**config.mk**
```make
export PLATFORM = sky130hd
export DESIGN_NAME = mux2x1_arbiter
export DESIGN_NICKNAME = d
export VERILOG_FILES = /design/src/rtl/mux2x1_arbiter.sv
export SDC_FILE = /design/constraint.sdc
export NUM_CORES = 1
export LEC_CHECK = 0
export CORE_MARGIN = 2
export CORE_UTILIZATION = 37
export CTS_CLUSTER_DIAMETER = 80
export CTS_CLUSTER_SIZE = 30
export DETAILED_ROUTE_END_ITERATION = 10
export PLACE_DENSITY_LB_ADDON = 0.25
export SYNTH_ARGS = -nofsm -noshare
export SYNTH_HDL_FRONTEND = slang
export SYNTH_SLANG_ARGS = --single-unit
```
**constraint.sdc**
```tcl
create_clock -name clk -period 3.5 [get_ports clk]
set_clock_uncertainty 0.2 [all_clocks]
set_input_delay 0.525 -clock clk [delete_from_list [all_inputs] [get_ports clk]]
set_output_delay 0.525 -clock clk [all_outputs]
set_load 0.005 [all_outputs]
```
**src/rtl/mux2x1_arbiter.sv**
```systemverilog
// Two-input stream merge with round-robin arbitration into a one-entry registered output tagged with its source (Es: 0=A, 1=B).
// Define MUX2X1_PRIORITY_A_EN for fixed A-over-B priority on ties instead of round-robin.
module mux2x1_arbiter #(
  parameter int WIDTH = 8
) (
  input  logic             clk,
  input  logic             rst,
  input  logic [WIDTH-1:0] A,
  input  logic             A_valid,
  output logic             A_ready,
  input  logic [WIDTH-1:0] B,
  input  logic             B_valid,
  output logic             B_ready,
  output logic [WIDTH-1:0] Y,
  output logic             Es,
  output logic             Y_valid,
  input  logic             Y_ready
);

  typedef enum logic {EMPTY = 1'b0, FULL = 1'b1} state_t;

  state_t           state_q, state_d;
  logic [WIDTH-1:0] y_q, y_d;
  logic             es_q, es_d;
  logic             can_load;
  logic             grant_vld;
  logic             grant_sel;
  logic             accept;

`ifndef MUX2X1_PRIORITY_A_EN
  logic             last_sel_q, last_sel_d;
`endif

  always_comb begin
    can_load  = (state_q == EMPTY) || Y_ready;
    grant_vld = A_valid || B_valid;
`ifdef MUX2X1_PRIORITY_A_EN
    grant_sel = !A_valid;
`else
    // On a tie, serve the channel that did not win the last accepted beat.
    grant_sel = (A_valid && B_valid) ? !last_sel_q : !A_valid;
`endif
    accept  = !rst && can_load && grant_vld;
    A_ready = accept && !grant_sel;
    B_ready = accept && grant_sel;
  end

  always_comb begin
    state_d = state_q;
    y_d     = y_q;
    es_d    = es_q;
`ifndef MUX2X1_PRIORITY_A_EN
    last_sel_d = last_sel_q;
`endif
    if (accept) begin
      state_d = FULL;
      y_d     = grant_sel ? B : A;
      es_d    = grant_sel;
`ifndef MUX2X1_PRIORITY_A_EN
      last_sel_d = grant_sel;
`endif
    end else if (Y_ready) begin
      state_d = EMPTY;
    end
  end

  always_ff @(posedge clk) begin
    if (rst) begin
      state_q <= EMPTY;
      y_q     <= '0;
      es_q    <= 1'b0;
`ifndef MUX2X1_PRIORITY_A_EN
      last_sel_q <= 1'b1;
`endif
    end else begin
      state_q <= state_d;
      y_q     <= y_d;
      es_q    <= es_d;
`ifndef MUX2X1_PRIORITY_A_EN
      last_sel_q <= last_sel_d;
`endif
    end
  end

  assign Y       = y_q;
  assign Es      = es_q;
  assign Y_valid = (state_q == FULL);

endmodule

```
==> results of run 1 <==
layout make-up:
cell class / instances / share of cell area
inverters: 1 / 0.004202
clock buffers: 4 / 0.02941
multi-input cells: 36 / 0.3151
repair buffers: 35 / 0.3838
well taps: 15 / 0.02101
flip-flops and latches: 11 / 0.2465
layer usage:
layer / share of wire / vias to the layer above
li1: - / 252
met5: 0 / -
met3: 0.080 / 4
met4: 0.032 / 0
met2: 0.47 / 24
met1: 0.42 / 208
synthesized netlist by cell type (all sizes together):
master | count | area (µm²)
nor2b | 4 | 40.04
mux2i | 8 | 80.08
or3 | 1 | 11.26
dfxtp | 11 | 220.2
nor2 | 3 | 18.77
o21ai | 9 | 45.04
inv | 1 | 3.750
buf | 3 | 23.77
nand3b | 8 | 60.06
clkbuf | 1 | 3.750
o21bai | 1 | 11.26
nor3 | 2 | 15.01
worst paths after layout:
check,from,slack (ns),to
setup / recovery,B_valid,0.56,A_ready
hold / removal,Y[7],0.30,Y[7]
setup reg to reg,last_sel_q,1.94,Y[3]
hold reg to reg,Y[7],0.30,Y[7]
critical path: cells and delay by family:
family / cells / cell delay [ns]
buffers and inverters: 2 / 1.01
AND/OR/NAND/NOR: 3 / 0.67
registers in the layout, summed over array words and instances (netlist names):
| signal | cells |
|---|---|
| last_sel_q | 1 |
| Es | 1 |
| Y_valid | 1 |
| Y | 8 |
kinds of logic (layout without fill, tap and decap cells):
family,count (synthesis),after routing
flops,11,11
simple gates,18,18
mux,8,8
buf+inv,5,40
compound gates,10,10
layout by cell type (no fill, tap or decap):
cell and n:
inv_1 1, nand3b_1 8, or3_4 1, nor2_4 1
dfxtp_1 11, clkbuf_1 1, nor3_1 1, nor2_1 2
clkdlybuf4s50_1 32, nor3_2 1, nor2b_4 2, buf_4 3
mux2i_1 8, o21bai_2 1, o21ai_0 8, nor2b_1 2
o21ai_1 1, clkbuf_4 3
power groups by stage:
stage	clock [mW]	combinational, mW	sequential (mW)
CTS	0.0883	0.0865	0.144
detailed placement	0	0.0859	0.146
finish	0.0864	0.0852	0.144
global route	0.0953	0.0919	0.145
global placement	0	0.0838	0.147
floorplan	0	0.0329	0.147
metrics by stage:
stage | power, mW | hold slack, ns | utilization
4_1_cts | 0.3184 | 0.2991 | 0.6781
6_report | 0.3153 | 0.2954 | 0.6781
5_1_grt | 0.3321 | 0.3097 | 0.6781
2_1_floorplan | 0.1802 | 0.2795 | -
3_3_place_gp | 0.2304 | 0.2762 | 0.6581
3_5_place_dp | 0.2322 | 0.2804 | 0.6581
==> out/metrics.csv, run 1 <==
metric;value;unit
simple logic cell fraction of the synthesized area;0.2723;
Slew Limit Fails;0;
CTS Buf Count;3;
RSZ-0062 raised after global routing;no;
fill count;111;
routed length per instance;12.02;µm
hpwl dp;957.6;µm
clock root buffer;clkbuf_4;
H-tree depth;1;
net switching power figure;76.03;µW
Fin Setup TNS;0;ns
YS warnings;0;
P per Cell Area;352.9;nW/µm²
die footprint;1760;µm²
Worst Path Max Fanout;20;
post-cts sizing count;0;
Starting Density;0.4046;
ratio of final minimum period to clock period;0.8389;
Most common cell on crit path;clkdlybuf4s50_1;
setup ws final;0.5640;ns
grt met3 use;0.04348;
Cells after Synth;52;
Core Footprint;1318;µm²
worst hold stages;2;
CP Cell Sequence;clkdlybuf4s50_1, nor2_1, or3_4, nor2_4, clkdlybuf4s50_1;
number of global-route vias before repair;489;
clk_lat worst skew;0.26;ns
CP Capture Type;output port;
CTS tree;yes;
Layout area overhead;67.61;%
syn avg cell area;10.25;µm²
status;complete, no violations;
Slew HR;0.7053;
GR peak layer;met2;
#FFs+latches synth;11;
endpoints failing setup;0;
Sw Share;0.2412;
gr ovfl total;0;
share of cells above drive strength 1;0.1379;
register area share after synthesis;0.4131;
internal power;239.2;µW
row cnt;13;
Detailed Route WL;1226;µm
maximum clock rate;0.3406;GHz
# IOs;33;
Sequential Area;220.2;µm²
DR vias/cell;4.784;
R2R depth;4;
minimum clock period;2.936;ns
first-pass GRT wire length;2014;µm
Flop pwr share;0.456;
Via Count;488;
DP Worst Slack;0.5550;ns
largest net degree at the start of global routing;21;
area of the multi-input gates;281.5;µm²
Post-Synth XOR/XNOR Area;0;
Critical Path Start Type;input pin;
Total Routing Usage GR;0.1565;
WP data required;2.77;ns
CP max stage cell;clkdlybuf4s50_1;
M2 GR Usage;0.2500;
Layout Nets;109;
Lkg Pwr;0.3586;nW
max incr delay on CP;0.51;ns
# diodes;0;
number of DRC markers in iteration 0;3;
complex-gate fraction of the synthesized area;0.1056;
worst slew pin tran;0.4391;ns
post-CTS setup buffers;0;
clock-pin slew on the worst setup and hold paths;0.07;ns
dpl cells;98;
combinational power share;0.270;
initial antenna violation count;0;
post-route cell area;893.4;µm²
Post-Synthesis Net Count;73;
DRC;0;
M1 GR Usage;0.1671;
Area after DPL;867.1;µm²
Hold Crit Class;register to register;
# clock sinks;11;
Peak supply drop;181.3;µV
largest family of logic cells by synthesized area;simple AND/OR/NAND/NOR gates;
Antenna Nets Post-Route;0;
crit path DAT;2.21;ns
Final Hold Fails;0;
clock network power share;0.274;
Post-Syn Area;533.0;µm²
Post-Synth Adder-Cell Area;0;
max_cap viols;0;
height of the die;41.96;µm
die width;41.96;µm
Setup Crit Path Kind;input pin to output port;
mux contribution to synthesized area;0.1502;
hold buffers post-CTS;0;
post-route insts no fill;102;
Routability Congestion;0.6057;
clk buf depth;2;
I/O Buffers;32;
Yosys cell types;17;
drt pass-1 iters;3;
No activity file was read; power rests on OpenSTA's default activity.
==> run 2, diff against run 1 <==
CORE_UTILIZATION = 31   (was 37)
clock period = 2.7 ns   (was 3.5 ns; I/O delays follow)
==> run 2 against run 1 <==
Against the previous run: sequential cell count unchanged; sequential power up 29%; die area up 17%; clock power up 31%; largest cell class unchanged.
==> out/metrics.csv, run 2 (synthesized netlist as in run 1, its figures left out) <==
metric;value;unit;change
ratio of final minimum period to clock period;0.9549;;
Hold Path End;Y[0];;
RSZ-0062 raised after global routing;no;;
drt pass-1 iters;2;;-1
R2R depth;5;;+1
worst slew pin tran;0.1734;ns;-0.2657 ns
initial antenna violation count;0;;unchanged
WP data required;2.10;ns;-0.67 ns
most common cell after layout, fill and taps aside;clkdlybuf4s50_1;;
DRC;0;;unchanged
setup ws final;0.1218;ns;-0.4422 ns
maximum clock rate;0.3879;GHz;
Total Routing Usage GR;0.1358;;-0.02063
DR vias/cell;4.769;;-0.32%
Layout area overhead;69.25;%;
Antenna Nets Post-Route;0;;unchanged
post-cts sizing count;0;;unchanged
R2R Setup Slk;1.18;ns;-0.76 ns
H-tree depth;1;;unchanged
share of cells above drive strength 1;0.1477;;+0.009796
clk buf depth;2;;unchanged
reg2reg end;last_sel_q;;
first-pass GRT wire length;1938;µm;-3.8%
fill count;151;;+36%
height of the die;45.47;µm;+8.4%
CTS Buf Count;3;;unchanged
row cnt;14;;+1
Setup Crit Path Kind;input pin to output port;;
Slew HR;0.8811;;+0.1758
Worst Path Max Fanout;4;;-80%
Sequential Area;220.2;µm²;unchanged
Critical Path Start Type;input pin;;
number of DRC markers in iteration 0;3;;unchanged
I/O Buffers;32;;unchanged
clock network power share;0.274;;about the same
area of the multi-input gates;281.5;µm²;unchanged
Detailed Route WL;1250;µm;+2.0%
internal power;311.3;µW;+30%
Slew Limit Fails;0;;unchanged
endpoints failing setup;0;;unchanged
die footprint;2067;µm²;+17%
Core Footprint;1559;µm²;+18%
CP Capture Type;output port;;
# IOs;33;;unchanged
commonest cells after routing, fill and taps aside;clkdlybuf4s50_1, dfxtp_1, mux2i_1, nand3b_1, o21ai_0;;
worst hold stages;2;;unchanged
DP Worst Slack;0.1186;ns;-0.4364 ns
# diodes;0;;unchanged
Sw Share;0.2430;;+0.001868
crit path DAT;1.97;ns;-0.24 ns
Peak supply drop;262.6;µV;+45%
Worst Min Path Start;Y[0];;
Flop pwr share;0.453;;-0.003
clk_lat worst skew;0.26;ns;about the same
Lkg Pwr;0.3629;nW;+1.2%
number of global-route vias before repair;473;;-3.3%
Routability Congestion;0.7300;;+21%
Starting Density;0.3419;;-0.06266
Fin Setup TNS;0;ns;unchanged
Layout Nets;110;;+0.92%
hold buffers post-CTS;0;;unchanged
Via Count;496;;+1.6%
combinational power share;0.273;;+0.003
hpwl dp;955.7;µm;-0.20%
gr ovfl total;0;;unchanged
net switching power figure;99.96;µW;+31%
P per Cell Area;455.9;nW/µm²;+29%
CTS tree;yes;;
status;complete, no violations;;
routed length per instance;12.02;µm;about the same
# clock sinks;11;;unchanged
post-CTS setup buffers;0;;unchanged
minimum clock period;2.578;ns;
die width;45.47;µm;+8.4%
max_cap viols;0;;unchanged
Final Hold Fails;0;;unchanged
R2R Path Start;Y_valid;;
Hold Crit Class;register to register;;
largest net degree at the start of global routing;12;;-43%
clock-pin slew on the worst setup and hold paths;0.07;ns;about the same
number of flip-flops under the largest register name;8;;unchanged
clock root buffer;clkbuf_4;;
## run 2: metal layers
metal / track usage / up-vias / wire length (µm)
li1: - / 251 / -
met1: 0.1610 / 226 / 563
met2: 0.2141 / 17 / 595
met3: 0.02381 / 2 / 64
met4: 0.1059 / 0 / 27
met5: 0 / - / 0
## run 2: power by group through the flow
stage	clock network, mW	registers [mW]	logic (mW)
6_report	0.113	0.186	0.112
5_1_grt	0.126	0.188	0.121
4_1_cts	0.116	0.186	0.113
3_5_place_dp	0	0.190	0.113
3_3_place_gp	0	0.190	0.111
2_1_floorplan	0	0.191	0.0426
## run 2: critical path: stages
cell	delay (ns)
clkdlybuf4s50_1	0.50
nor2_1	0.05
or3_4	0.36
nor2_4	0.15
clkdlybuf4s50_1	0.51
## run 2: how the worst max path moves through the flow
stage	startpoint	end	slack [ns]	depth (start not counted)
floorplan	Y_ready	A_ready	1.02	4
global placement	A_valid	B_ready	0.13	5
detailed placement	A_valid	A_ready	0.12	5
CTS	A_valid	A_ready	0.12	5
global route	A_valid	B_ready	0.05	5
finish	A_valid	A_ready	0.12	5
## run 2: per-stage QoR
| stage | hold WS, ns | std cells | power [mW] | cell area [µm²] | utilization |
|---|---|---|---|---|---|
| after detailed placement | 0.2778 | 100 | 0.3029 | 875.8 | 0.5618 |
| after global routing | 0.3170 | 104 | 0.4345 | 902.1 | 0.5787 |
| final | 0.2967 | 104 | 0.4113 | 902.1 | 0.5787 |
| after CTS | 0.2992 | 104 | 0.4156 | 902.1 | 0.5787 |
| after floorplan | 0.2795 | 52 | 0.2336 | 533.0 | - |
| after global placement | 0.2729 | 100 | 0.3009 | 875.8 | 0.5618 |
## run 2: cell type report
cell class,instances,area share
Inverter,1,0.004161
Multi-Input combinational cell,36,0.3121
Clock buffer,4,0.02913
Sequential cell,11,0.2441
Timing Repair Buffer,36,0.3883
Tap cell,16,0.02219
